## src/rtl/xor4_stim_toggle_gen.sv

```systemverilog
// Four-channel square-wave stimulus source for the XOR4 stage.
// A start/stop FSM bounds the run window and pulses done when it closes.

module xor4_stim_chan #(
  parameter int CNT_W = 8,
  parameter int HALF  = 1
) (
  input  logic clk,
  input  logic rst_n,
  input  logic load_i,
  input  logic run_i,
  output logic out_o
);
  localparam logic [CNT_W-1:0] RELOAD = CNT_W'(HALF - 1);

  logic [CNT_W-1:0] cnt_q, cnt_d;
  logic             out_q, out_d;

  always_comb begin
    cnt_d = cnt_q;
    out_d = out_q;
    if (load_i) begin
      cnt_d = RELOAD;
      out_d = 1'b0;
    end else if (run_i) begin
      if (cnt_q == '0) begin
        cnt_d = RELOAD;
        out_d = ~out_q;
      end else begin
        cnt_d = cnt_q - 1'b1;
      end
    end
  end

  always_ff @(posedge clk or negedge rst_n) begin
    if (!rst_n) begin
      cnt_q <= '0;
      out_q <= 1'b0;
    end else begin
      cnt_q <= cnt_d;
      out_q <= out_d;
    end
  end

  assign out_o = out_q;
endmodule

module xor4_stim_toggle_gen #(
  parameter int CNT_W  = 8,
  parameter int HALF_A = 10,
  parameter int HALF_B = 7,
  parameter int HALF_C = 5,
  parameter int HALF_D = 1,
  parameter int LEN_W  = 16
) (
  input  logic             clk,
  input  logic             rst_n,
  input  logic             start_i,
  input  logic             stop_i,
  input  logic [LEN_W-1:0] run_len_i,
  output logic             a_o,
  output logic             b_o,
  output logic             c_o,
  output logic             d_o,
  output logic             busy_o,
  output logic             done_o
);
  localparam int NUM_CH = 4;
  localparam int HALF_TBL [NUM_CH] = '{HALF_A, HALF_B, HALF_C, HALF_D};

  typedef enum logic [1:0] {IDLE = 2'd0, RUN = 2'd1, DONE = 2'd2} state_e;

  state_e           state_q, state_d;
  logic [LEN_W-1:0] elapsed_q, elapsed_d;
  logic [LEN_W-1:0] len_q, len_d;
  logic             load, run;
  logic [NUM_CH-1:0] ch_out;

  always_ff @(posedge clk or negedge rst_n) begin
    if (!rst_n) begin
      state_q   <= IDLE;
      elapsed_q <= '0;
      len_q     <= '0;
    end else begin
      state_q   <= state_d;
      elapsed_q <= elapsed_d;
      len_q     <= len_d;
    end
  end

  // stop wins over the length test; a zero length never terminates by itself
  always_comb begin
    state_d = state_q;
    case (state_q)
      IDLE: if (start_i) state_d = RUN;
      RUN:  if (stop_i || (len_q != '0 && elapsed_q == len_q - LEN_W'(1))) state_d = DONE;
      DONE: state_d = IDLE;
      default: state_d = IDLE;
    endcase
  end

  always_comb begin
    load      = (state_q == IDLE) && start_i;
    run       = (state_q == RUN);
    elapsed_d = elapsed_q;
    len_d     = len_q;
    if (load) begin
      elapsed_d = '0;
      len_d     = run_len_i;
    end else if (run) begin
      elapsed_d = elapsed_q + LEN_W'(1);
    end
    busy_o = (state_q == RUN);
    done_o = (state_q == DONE);
  end

  for (genvar i = 0; i < NUM_CH; i++) begin : g_ch
    if (HALF_TBL[i] < 1 || HALF_TBL[i] > 2**CNT_W) begin : g_bad_half
      $error("half-period of channel %0d out of range 1..2**CNT_W", i);
    end
    xor4_stim_chan #(.CNT_W(CNT_W), .HALF(HALF_TBL[i])) u_chan (
      .clk    (clk),
      .rst_n  (rst_n),
      .load_i (load),
      .run_i  (run),
      .out_o  (ch_out[i])
    );
  end

  assign a_o = ch_out[0];
  assign b_o = ch_out[1];
  assign c_o = ch_out[2];
  assign d_o = ch_out[3];
endmodule

```

## config.mk

```make
export PLATFORM = sky130hd
export DESIGN_NAME = xor4_stim_toggle_gen
export DESIGN_NICKNAME = d
export VERILOG_FILES = /design/src/rtl/xor4_stim_toggle_gen.sv
export SDC_FILE = /design/constraint.sdc
export NUM_CORES = 1
export LEC_CHECK = 0
export CORE_MARGIN = 1.5
export CORE_UTILIZATION = 55
export DETAILED_ROUTE_END_ITERATION = 10
export PLACE_DENSITY = 0.75
export REMOVE_ABC_BUFFERS = 1
export SETUP_SLACK_MARGIN = 0.15
export SLEW_MARGIN = 15
export SYNTH_ARGS = -nofsm -noshare
export SYNTH_HDL_FRONTEND = slang
export SYNTH_HIERARCHICAL = 1
export SYNTH_SLANG_ARGS = --single-unit
```

## constraint.sdc

```tcl
create_clock -name clk -period 4.3 [get_ports clk]
set_input_delay 0.86 -clock clk [delete_from_list [all_inputs] [get_ports clk]]
set_output_delay 0.86 -clock clk [all_outputs]
set_load 0.03 [all_outputs]
```

# Word-level counts from Yosys, hierarchy flattened
# Cells that the tools add are included.
[totals]
register_bits = 70
latch_bits = 0
mem_bits_rw = 0
rom_bits = 0
in_bits = 20
out_inout_bits = 6
word_cells = 74
n_memories = 0
[classes]
n_addsub = 6
mul = 0
div_mod_pow = 0
magnitude_cmp = 0
n_eq_ne = 5
n_shift = 0
muxes = 29
bitwise = 4
reduce_logical = 19
[ops]
columns = ["operator", "count"]
rows = [
  ["8-bit 2-to-1 mux", 12],
  ["8-bit logical NOT", 4],
  ["16-bit 2-to-1 mux", 2],
  ["8-bit by 1-bit subtractor with 8-bit output (second input constant)", 4],
  ["16-bit by 1-bit adder with 16-bit output (second input constant)", 1],
  ["16-bit == test", 1],
  ["16-bit nonzero test", 1],
  ["16-bit by 1-bit subtractor with 16-bit output (second input constant)", 1],
  ["1-bit 2-to-1 mux", 12],
  ["2-bit AND reduction", 5],
  ["2-bit nonzero test", 5],
  ["2-bit 2-to-1 mux", 2],
  ["1-bit inverter", 4],
  ["2-bit case mux with 2 select lines", 1],
  ["2-bit by 1-bit == test with 1-bit output (second input constant)", 1],
  ["2-bit == test (second input constant)", 1],
  ["1-bit logical AND", 2],
  ["2-bit logical NOT", 1],
  ["2-bit by 1-bit != test with 1-bit output (second input constant)", 1],
  ["2-bit != test (second input constant)", 1],
  ["1-bit logical OR", 1],
]

# Logic depth before layout (Yosys ltp)
# Gate-level depths: netlist (run 1).
[logic_depth]
ltp_word = 6
depth_mapped = 9

# Modules after synthesis
# Netlist (run 1), hierarchy kept.
[by_module_without_submodules]
columns = ["mod", "n_inst", "cells_per_inst", "area_per_inst_um2"]
rows = [
  ["xor4_stim_toggle_gen", 1, 246, 2133.3],
  ["xor4_stim_chan at g_ch[1].u_chan", 1, 53, 524.3],
  ["xor4_stim_chan at g_ch[2].u_chan", 1, 52, 506.7],
  ["xor4_stim_chan at g_ch[3].u_chan", 1, 52, 504.2],
  ["xor4_stim_chan at g_ch[0].u_chan", 1, 51, 499.2],
]

# Least setup slack after synthesis (run 1)
# Ideal clock, no wire load.
[synth_timing]
kind = "input -> register"
startpoint = "input start_i"
endpoint = "register g_ch[3].u_chan.cnt_q[4]"
setup_ns = 0.078
arrival_time_ns = 2.844
required_ns = 4.222
path_slack_ns = 1.379
path_stages = 6
path_cell_list = "nand2_1 -> inv_1 -> clkbuf_1 -> o21ai_0 -> or4_2 -> a21oi_1"
[synth_between]
elab_chain_len = 2
elab_cells_between_ends = 3
[synth_lines]
columns = ["element", "line", "source"]
rows = [
  ["from (decl)", "58", "input logic start_i,"],
  ["1-bit logical AND (*)", "103", "load = (state_q == IDLE) && start_i;"],
  ["named net load", "76", "logic load, run;"],
  ["8-bit 2-to-1 mux / 2-bit nonzero test (equally long branches)", "-", ""],
  ["to (signal assigned)", "40", "cnt_q <= cnt_d;"],
  ["to (decl)", "16", "logic [CNT_W-1:0] cnt_q, cnt_d;"],
]
# Mark *: on every way through the listed nets, which the timed path passes. The rest lies on a longest branch.
# A chain may end at the register's enable or synchronous reset.

# Worst setup path in the final report (run 1)
[layout_timing]
startpoint = "input start_i"
endpoint = "register g_ch[3].u_chan.cnt_q[4]"
[layout_between]
elab_chain_len = 2
elab_cells_between_ends = 3
[layout_lines]
columns = ["element", "line"]
rows = [
  ["1-bit logical AND (*)", "103"],
  ["8-bit 2-to-1 mux / 2-bit nonzero test (equally long branches)", "-"],
]
# Every way passes the cells marked *; elsewhere a longest branch is shown, timed or not.

==> results.txt, run 1 <==
----------------------------------------------------
[Status]
  Outcome ... completed

[Routing]
  Routed length per placed instance ... 14.9 microns
  Via/cell ratio ... 5.90
  Starting DRT DRC Count ... 189
  Count of antenna-violating nets left after detailed routing ... 0
  Detailed-router iteration count before antenna repair ... 4
  Routed Wire Length ... 8720 microns
  Number of vias in the routed layout ... 3,447
  DRC violations left ... 0

[Layout]
  Share of post-route cells with drive strength above 1 ... 8.45%
  Layout overhead on the synthesized area ... 12.8%
  Area used by multi-input combinational logic ... around 0.0023 sq mm
  Fin nets ... 511
  Number of fillers in the final layout ... 646
  # diodes ... 0
  Design area ... 0.00470 sq mm
  Post-Layout Cell Count ... 584
  Sequential Area ... 0.00175 sq mm

[Synth]
  Main flop type after synthesis ... dfrtp_1
  Top cell type by total area after synthesis ... dfrtp_1
  Unique cell type count in the Yosys netlist ... 65
  Fraction of the yosys area taken by sequential cells ... 42.0%
  Cell types with the largest area share after synthesis ... dfrtp_1 (42%), nand2_1 (5.3%), o21ai_0 (3.8%)
  Area fraction of the dominant cell type after synthesis ... between 40% and 50%
  Synth Area in Adders ... 3.30%
  Number of standard cells after synthesis ... 454
  Post-synthesis simple-gate area fraction ... 26.9%
  Warning count from the yosys run ... 6
  Top cells by instance count after synthesis ... dfrtp_1 (70), nand2_1 (59), o21ai_0 (32)
  Multiplexer share of the synthesized area ... 3.30%
  Avg Cell Area, Syn ... 9.18 sq um
  Flip-flop and latch count after synthesis ... 70
  Leading cell type by number of instances after synthesis ... dfrtp_1
  Xor/xnor share of the synthesized area ... 5.46%
  Dominant combinational cell family by area after synthesis ... simple AND/OR/NAND/NOR gates
  Post-synth design cell area ... roughly 0.0042 sq mm
  Post-synthesis compound-gate area fraction ... between 10% and 20%
  Post-synth ARST share ... 100%
  Post-synth EDFFs ... 0

[Clock network]
  Skew-Pair Late Insertion Delay ... 0.35 ns
  Clk buf depth ... 2
  Number of clock sinks seen by CTS ... 70
  Max H-tree Level ... 3
  Master cell of the clock root buffer ... clkbuf_8
  Number of post-CTS setup repair buffers ... 0
  Clock transition time at the flip-flop clock pins of the worst setup and hold paths ... 0.07 ns
  Post-cts gate resize count ... 0
  Clock buffer count from CTS ... 9
  Number of buffers inserted by hold repair at cts ... 0
  CTS tree ... built

[Critical path]
  Worst r2r path cells ... 6
  Launch point of the worst reg-to-reg path ... state_q[0]
  End of the worst register-to-register path ... g_ch[3].u_chan/cnt_q[4]
  Critical path required time ... around 4.6 ns
  Crit start category ... input pin
  Largest incremental delay on the critical path ... around 0.6 ns
  Maximum fanout along the worst path ... 23
  Data arrival time of the critical path ... 3.04 ns
  Worst-path cell chain ... clkdlybuf4s50_1, nand2_1, inv_1, o21ai_0, or4_2, a21oi_1
  Category of the critical setup timing path ... in -> reg
  Launching element of the worst setup path ... start_i
  Kind of end point of the critical path ... flop
  Slowest stage cell on the critical path ... or4_2
  Reg2Reg Setup Slack ... 1.88 ns

[Floorplan]
  Initial core utilization ... 57.2%
  Die H ... 90.1 microns
  Core box area ... roughly 0.0073 sq mm
  Die Area ... 0.00811 sq mm
  Number of rows in the core area ... 31
  I/O Pins ... 26
  Die X ... ~90 microns

[Placed design]
  Hpwl dp ... about 5900 microns
  Instance count after placement with tap cells included ... 568
  Cell area after placement ... around 0.0045 sq mm
  Last weighted congestion value of the routability-driven placer ... 0.890
  Count of input and output buffers ... 25

[Timing]
  Final period demand of the worst path ... 2.77 ns
  Tcrit/Tclk final ... 64.4%
  Unrepaired setup endpoints after global routing ... no
  Endpoints failing setup ... 0
  Worst slew pin tran ... 0.700 ns
  Final-report hold violation count ... 0
  Maximum clock rate ... around 360 MHz
  Final total negative setup slack ... 0 ns
  Max-slew violation count ... 0
  Worst Skew ... 0.00875 ns
  Worst slew margin relative to its limit ... 53.4%

[Global routing]
  Aggregate global routing overflow ... 0
  First-pass GRT wire length ... 15,700 microns
  GRT Total Usage ... 23.6%
  Initial antenna violation count ... 0
  Via count of the first global-routing pass ... around 3,500
  Pin count of the biggest net entering global routing ... 41

[Worst hold path]
  Path class of the lowest-slack min-delay path ... reg -> reg
  Min-Delay Path Depth ... 1
  Worst hold endpoint ... elapsed_q[15]
  Startpoint of the lowest-slack hold path ... elapsed_q[15]

[Pwr]
  Total power divided by cell area ... 603 mW/mm^2
  Leakage Power ... just under 2 nW
  IR drop worst, VDD ... 365 uV

[Run]
  Count of max-cap constraint violations ... 0

----------------------------------------------------
-- routing by layer --
layer / global-route usage, % / share of wire (%) / up-vias
met4: 7.54 / 1.1 / 0
li1: - / - / 1698
met1: 29.1 / 45 / 1677
met2: 40.2 / 50 / 61
met3: 6.43 / 4.1 / 11
met5: 0 / 0 / -
-- cell families after synthesis --
| group | after synthesis |
|---|---|
| compound gates | 100 |
| xor+xnor | 26 |
| fa+ha+maj | 11 |
| buf+inv | 36 |
| flops | 70 |
| mux | 13 |
| simple gates | 198 |
-- placed cells by master (no fill, tap or decap), drive strengths merged, types with 4 or more instances in the layout --
cell	n
ha	11
and3	4
dfrtp	70
or3	14
nor3	15
xnor2	17
o31ai	12
or4	14
o21ai	33
nand4	6
a22o	5
nand3	14
inv	20
nand2b	17
nand2	59
o21bai	4
mux2	6
clkbuf	13
mux2i	7
clkdlybuf4s50	24
o311ai	5
xor2	9
nor4	5
a21oi	24
nor2	26
buf	7
-- final cells by class --
cell class | instances | area share, %
Multi-Input combinational cell | 348 | 48.1
Inverter | 20 | 1.60
Sequential cell | 70 | 37.2
Timing Repair Buffer | 31 | 6.17
Clock inverter | 3 | 0.904
Clock buffer | 13 | 3.38
Tap cell | 99 | 2.63
-- where the power goes --
part	switching (mW)	internal, mW
Clock	0.246	0.299
Sequential	0.277	0.855
Combinational	0.645	0.515
Total	1.17	1.67
-- sequential cells by signal, summed over array words and instances, names as in the netlist --
signal,flops
g_ch.u_chan/out_o,4
g_ch.u_chan/cnt_q,32
state_q,2
elapsed_q,16
len_q,16
-- worst max-delay path by stage --
stage,to
final,g_ch[3].u_chan/cnt_q[4]
after global routing,g_ch[2].u_chan/cnt_q[4]
after global placement,g_ch[2].u_chan/cnt_q[4]
after floorplan,g_ch[3].u_chan/cnt_q[4]
after detailed placement,g_ch[3].u_chan/cnt_q[4]
after CTS,g_ch[3].u_chan/cnt_q[4]
-- worst max-delay path: cells and delay by family --
family	cells	cell delay [ns]
buffers and inverters	2	0.97
AO/OA/AOI/OAI	2	0.54
AND/OR/NAND/NOR	2	0.66
-- stage by stage --
stage | hold WS [ns] | total power, mW | util (%) | setup slack (ns)
6_report | 0.515 | 2.84 | 64.5 | 1.53
5_1_grt | 0.560 | 3.09 | 64.5 | 1.40
4_1_cts | 0.514 | 2.86 | 64.5 | 1.54
3_5_place_dp | 0.504 | 2.28 | 61.7 | 1.15
3_3_place_gp | 0.502 | 2.24 | 61.7 | 1.25
2_1_floorplan | 0.476 | 1.95 | - | 1.06
(Power assumes the default switching activity.)
==> run 2, diff against run 1 <==
Clock period 4.3 ns to 2.73 ns, I/O delays scaled along.
==> results.txt, run 2 (synthesized netlist as in run 1, its figures left out) <==
----------------------------------------------------
[Status]
  Outcome ... completed

[Placed design]
  Setup slack at placement ... 0.353 ns
  Cell area after placement ... 0.00457 sq mm
  Hpwl dp ... 6120 microns
  Count of input and output buffers ... 25
  Last weighted congestion value of the routability-driven placer ... 0.868

[Clock network]
  Number of clock sinks seen by CTS ... 70
  Master cell of the clock root buffer ... clkbuf_8
  Number of post-CTS setup repair buffers ... 0
  CTS tree ... built
  Max H-tree Level ... 3
  Clock buffer count from CTS ... 9
  Clk buf depth ... 2
  Skew-Pair Late Insertion Delay ... 0.35 ns
  Number of buffers inserted by hold repair at cts ... 0
  Post-cts gate resize count ... 0
  Clock transition time at the flip-flop clock pins of the worst setup and hold paths ... 0.08 ns

[Timing]
  Max-slew violation count ... 0
  Maximum clock rate ... a little over 400 MHz
  Worst slew pin tran ... 0.573 ns
  Worst Hold Margin ... ~0.2 ns
  Final-report hold violation count ... 0
  Final worst setup slack ... 0.303 ns
  Final period demand of the worst path ... 2.43 ns
  Tcrit/Tclk final ... 88.9%
  Worst Skew ... ~0.012 ns
  Unrepaired setup endpoints after global routing ... no
  Endpoints failing setup ... 0
  Worst slew margin relative to its limit ... 61.5%

[Global routing]
  Aggregate global routing overflow ... 0
  Pin count of the biggest net entering global routing ... 48
  First-pass GRT wire length ... between 15,000 and 20,000 microns
  Initial antenna violation count ... 0
  GRT Total Usage ... 24.3%
  Via count of the first global-routing pass ... roughly 3,500

[Floorplan]
  Die H ... 90.1 microns
  Core box area ... 0.00729 sq mm
  Number of rows in the core area ... 31
  I/O Pins ... 26
  Initial core utilization ... a little under three fifths
  Die Area ... just over 0.008 sq mm
  Die X ... 90.1 microns

[Routing]
  Number of vias in the routed layout ... around 3,400
  Routed Wire Length ... 8780 microns
  Count of antenna-violating nets left after detailed routing ... 0
  Detailed-router iteration count before antenna repair ... 4
  DRC violations left ... 0
  Routed length per placed instance ... between 10 and 15 microns
  Via/cell ratio ... 5.76
  Starting DRT DRC Count ... 159

[Critical path]
  Critical path required time ... 2.18 ns
  Kind of end point of the critical path ... output port
  Category of the critical setup timing path ... reg -> out
  Data arrival time of the critical path ... 1.88 ns
  Maximum fanout along the worst path ... 11
  Crit start category ... flop
  Largest incremental delay on the critical path ... 0.71 ns
  Top delay family on crit path ... buffers and inverters
  Worst-path cell chain ... nand2b_1, clkinvlp_4, clkdlybuf4s50_1
  Slowest stage cell on the critical path ... clkdlybuf4s50_1
  Number of buffers and inverters on the critical path ... 2

[Layout]
  Largest register FFs ... 32
  Biggest register ... g_ch.u_chan/cnt_q
  Top library cells by usage in the layout, fill and taps aside ... dfrtp_1 (70), nand2_1 (59), o21ai_0 (32)
  Final Core Density ... 65.1%
  Design area ... 0.00475 sq mm
  # diodes ... 0
  Layout overhead on the synthesized area ... 13.9%
  Most common library cell in the layout ignoring fill and taps ... dfrtp_1
  Number of fillers in the final layout ... 645
  Fin nets ... 518
  Largest registers ... g_ch.u_chan/cnt_q x32, elapsed_q x16, len_q x16
  Share of post-route cells with drive strength above 1 ... 9.98%

[Pwr]
  Total power ... 4.42 mW
  IR drop worst, VDD ... ~520 uV
  Total power divided by cell area ... 931 mW/mm^2
  Leakage Power ... approximately 2 nW

[Run]
  Count of max-cap constraint violations ... 0

[Worst hold path]
  Path class of the lowest-slack min-delay path ... in -> async

----------------------------------------------------
## run 2: routing by layer
| layer | up-vias | routed length (microns) | global-route usage (%) |
|---|---|---|---|
| met2 | 51 | 4410 | 40.2 |
| met4 | 0 | 174 | 9.66 |
| met5 | - | 0 | 0 |
| li1 | 1714 | - | - |
| met3 | 15 | 228 | 6.68 |
| met1 | 1621 | 3960 | 30.0 |
## run 2: final timing paths
kind	start	end	slack, ns	cells past startpoint
worst min register to register	elapsed_q[15]	elapsed_q[15]	0.54	1
worst max-delay path	state_q[1]	busy_o	0.30	3
worst min-delay path	rst_n	g_ch[1].u_chan/cnt_q[0]	0.20	1
min in group clk	elapsed_q[15]	elapsed_q[15]	0.54	1
worst max register to register	len_q[2]	state_q[1]	0.39	7
max in group asynchronous	rst_n	state_q[0]	1.88	2
## run 2: final cells by class
class                   instances  area, sq um  share of cell area (%)
clock buffers                  12          155                    3.27
clock inverters                 3         20.0                   0.422
inverters                      20         78.8                    1.66
multi-input cells             348         2260                    47.6
flip-flops and latches         70         1750                    36.9
well taps                      99          124                    2.61
repair buffers                 38          355                    7.49
## run 2: power by group
part           leakage (nW)  internal [mW]  switching [mW]
Combinational          1.00          0.856            1.05
Sequential            0.911           1.35           0.414
Clock                0.0845          0.373           0.379
Total                  2.00           2.58            1.84
## run 2: through the flow
| step | instances | setup TNS (ns) |
|---|---|---|
| 2_1_floorplan | 438 | -0.697 |
| 5_1_grt | 590 | 0 |
| 6_report | 590 | 0 |
| 3_3_place_gp | 575 | 0 |
| 3_5_place_dp | 575 | 0 |
| 4_1_cts | 590 | 0 |
## run 2: worst register-to-register path, delay by kind of cell, from the launching register on
family          cells  cell delay (ns)
simple gates        3             0.93
mux                 2             0.53
flops               1             0.49
compound gates      2             0.27
==> run 3, diff against run 2 <==
Settings changed: CORE_MARGIN 1.5 to default.
==> results.txt, run 3 (synthesized netlist as in run 1, its figures left out) <==
----------------------------------------------------
[Status]
  Outcome ... completed

[Pwr]
  Total power divided by cell area ... 947 mW/mm^2
  Clock group share of total power ... 19.3%
  Total power ... ~4.5 mW
  Net load switching power ... 1.85 mW
  Portion of total power attributed to sequential cells ... 39.2%
  Switching portion of total power ... 41.0%
  IR drop worst, VDD ... 514 uV
  Part of the power in combinational logic ... approximately two fifths
  Internal power contribution ... 2.66 mW
  Leakage Power ... 2.01 nW

[Routing]
  Detailed-router iteration count before antenna repair ... 4
  DRC violations left ... 0
  Routed length per placed instance ... 14.5 microns
  Starting DRT DRC Count ... 121
  Number of vias in the routed layout ... 3,388
  Count of antenna-violating nets left after detailed routing ... 0
  Via/cell ratio ... just under 6
  Routed Wire Length ... between 8000 and 9000 microns

[Layout]
  Final Core Density ... 65.4%
  Design area ... 0.00477 sq mm
  # diodes ... 0
  Fin nets ... 515
  Largest register FFs ... 32
  Largest registers ... g_ch.u_chan/cnt_q x32, elapsed_q x16, len_q x16
  Layout overhead on the synthesized area ... 14.4%
  Most common library cell in the layout ignoring fill and taps ... dfrtp_1
  Biggest register ... g_ch.u_chan/cnt_q
  Top library cells by usage in the layout, fill and taps aside ... dfrtp_1 (70), nand2_1 (59), o21ai_0 (32)
  Post-Layout Cell Count ... 588
  Share of post-route cells with drive strength above 1 ... 9.61%

[Critical path]
  Launch point of the worst reg-to-reg path ... len_q[0]
  Largest incremental delay on the critical path ... 0.69 ns
  Kind of end point of the critical path ... output port
  End of the worst register-to-register path ... state_q[1]
  Worst-path cell chain ... nand2b_1, inv_1, clkdlybuf4s50_1
  Critical path required time ... roughly 2.2 ns
  Launching element of the worst setup path ... state_q[0]
  Reg2Reg Setup Slack ... ~0.4 ns
  Slowest stage cell on the critical path ... clkdlybuf4s50_1
  Crit start category ... flop
  Category of the critical setup timing path ... reg -> out
  Data arrival time of the critical path ... 1.86 ns
  Worst r2r path cells ... 8
  Maximum fanout along the worst path ... 8

[Global routing]
  Aggregate global routing overflow ... 0
  Initial antenna violation count ... 0
  Via count of the first global-routing pass ... 3,143
  GRT Total Usage ... a little under a quarter
  First-pass GRT wire length ... 14,300 microns
  Pin count of the biggest net entering global routing ... 50

[Timing]
  Worst Skew ... about 0.0060 ns
  Tcrit/Tclk final ... between 80% and 90%
  Worst slew pin tran ... 0.565 ns
  Final total negative setup slack ... 0 ns
  Worst Hold Margin ... 0.178 ns
  Endpoints failing setup ... 0
  Maximum clock rate ... 416 MHz
  Final period demand of the worst path ... 2.40 ns
  Worst slew margin relative to its limit ... between 60 and 70%
  Max-slew violation count ... 0
  Final-report hold violation count ... 0
  Final worst setup slack ... 0.327 ns
  Unrepaired setup endpoints after global routing ... no

[Clock network]
  Master cell of the clock root buffer ... clkbuf_8
  Skew-Pair Late Insertion Delay ... 0.34 ns
  Post-cts gate resize count ... 0
  Clock buffer count from CTS ... 9
  Number of clock sinks seen by CTS ... 70
  Number of buffers inserted by hold repair at cts ... 0
  CTS tree ... built
  Clk buf depth ... 2
  Clock transition time at the flip-flop clock pins of the worst setup and hold paths ... around 0.08 ns
  Number of post-CTS setup repair buffers ... 0
  Max H-tree Level ... 3

[Floorplan]
  Number of rows in the core area ... 31
  I/O Pins ... 26
  Die Area ... 0.00793 sq mm
  Core box area ... 0.00729 sq mm
  Die H ... roughly 90 microns
  Die X ... 89.1 microns
  Initial core utilization ... 57.2%

[Placed design]
  Instance count after placement with tap cells included ... 572
  Setup slack at placement ... 0.377 ns
  Cell area after placement ... 0.00456 sq mm
  Hpwl dp ... 6020 microns
  Count of input and output buffers ... 25
  Last weighted congestion value of the routability-driven placer ... ~0.9

[Worst hold path]
  Path class of the lowest-slack min-delay path ... in -> async

[Run]
  Count of max-cap constraint violations ... 0

----------------------------------------------------
## run 3: cell count changes in the layout (fill, tap and decap cells not counted), sizes merged
cell / before / now
inv: 19 / 20
clkbuf: 12 / 11
bufinv: 0 / 1
buf: 14 / 11
## run 3: final cells by class
class,count,area [sq um]
fill,628,2530
clock buffer,11,151
tap,99,124
sequential,70,1750
clock inverter,5,57.6
timing repair buffer,35,345
inverter,20,75.1
multi-input combinational,348,2260
## run 3: metal layers
layer  GRT usage [%]  routed length, microns  up-vias
met2            40.5                    4120       40
met5               0                       0        -
met3            6.19                     258       16
met1            28.3                    4000     1630
met4            9.81                     154        0
li1                -                       -     1702
## run 3: power by group through the flow
stage          clock, mW  sequential, mW  combinational (mW)
3_5_place_dp           0            1.78                1.87
4_1_cts            0.886            1.77                1.88
3_3_place_gp           0            1.77                1.80
6_report           0.869            1.77                1.87
5_1_grt            0.938            1.83                2.12
2_1_floorplan          0            1.72                1.35
## run 3: worst max-delay path by stage
| stage | depth (start not counted) | end |
|---|---|---|
| floorplan | 6 | g_ch[3].u_chan/cnt_q[4] |
| CTS | 3 | busy_o |
| global placement | 7 | g_ch[1].u_chan/cnt_q[3] |
| global route | 3 | busy_o |
| detailed placement | 7 | g_ch[1].u_chan/cnt_q[3] |
| finish | 3 | busy_o |
## run 3: critical path: cells and delay by family, from the launching register on
family / cells / cell delay [ns]
flops: 1 / 0.49
buf+inv: 2 / 0.85
simple gates: 1 / 0.17
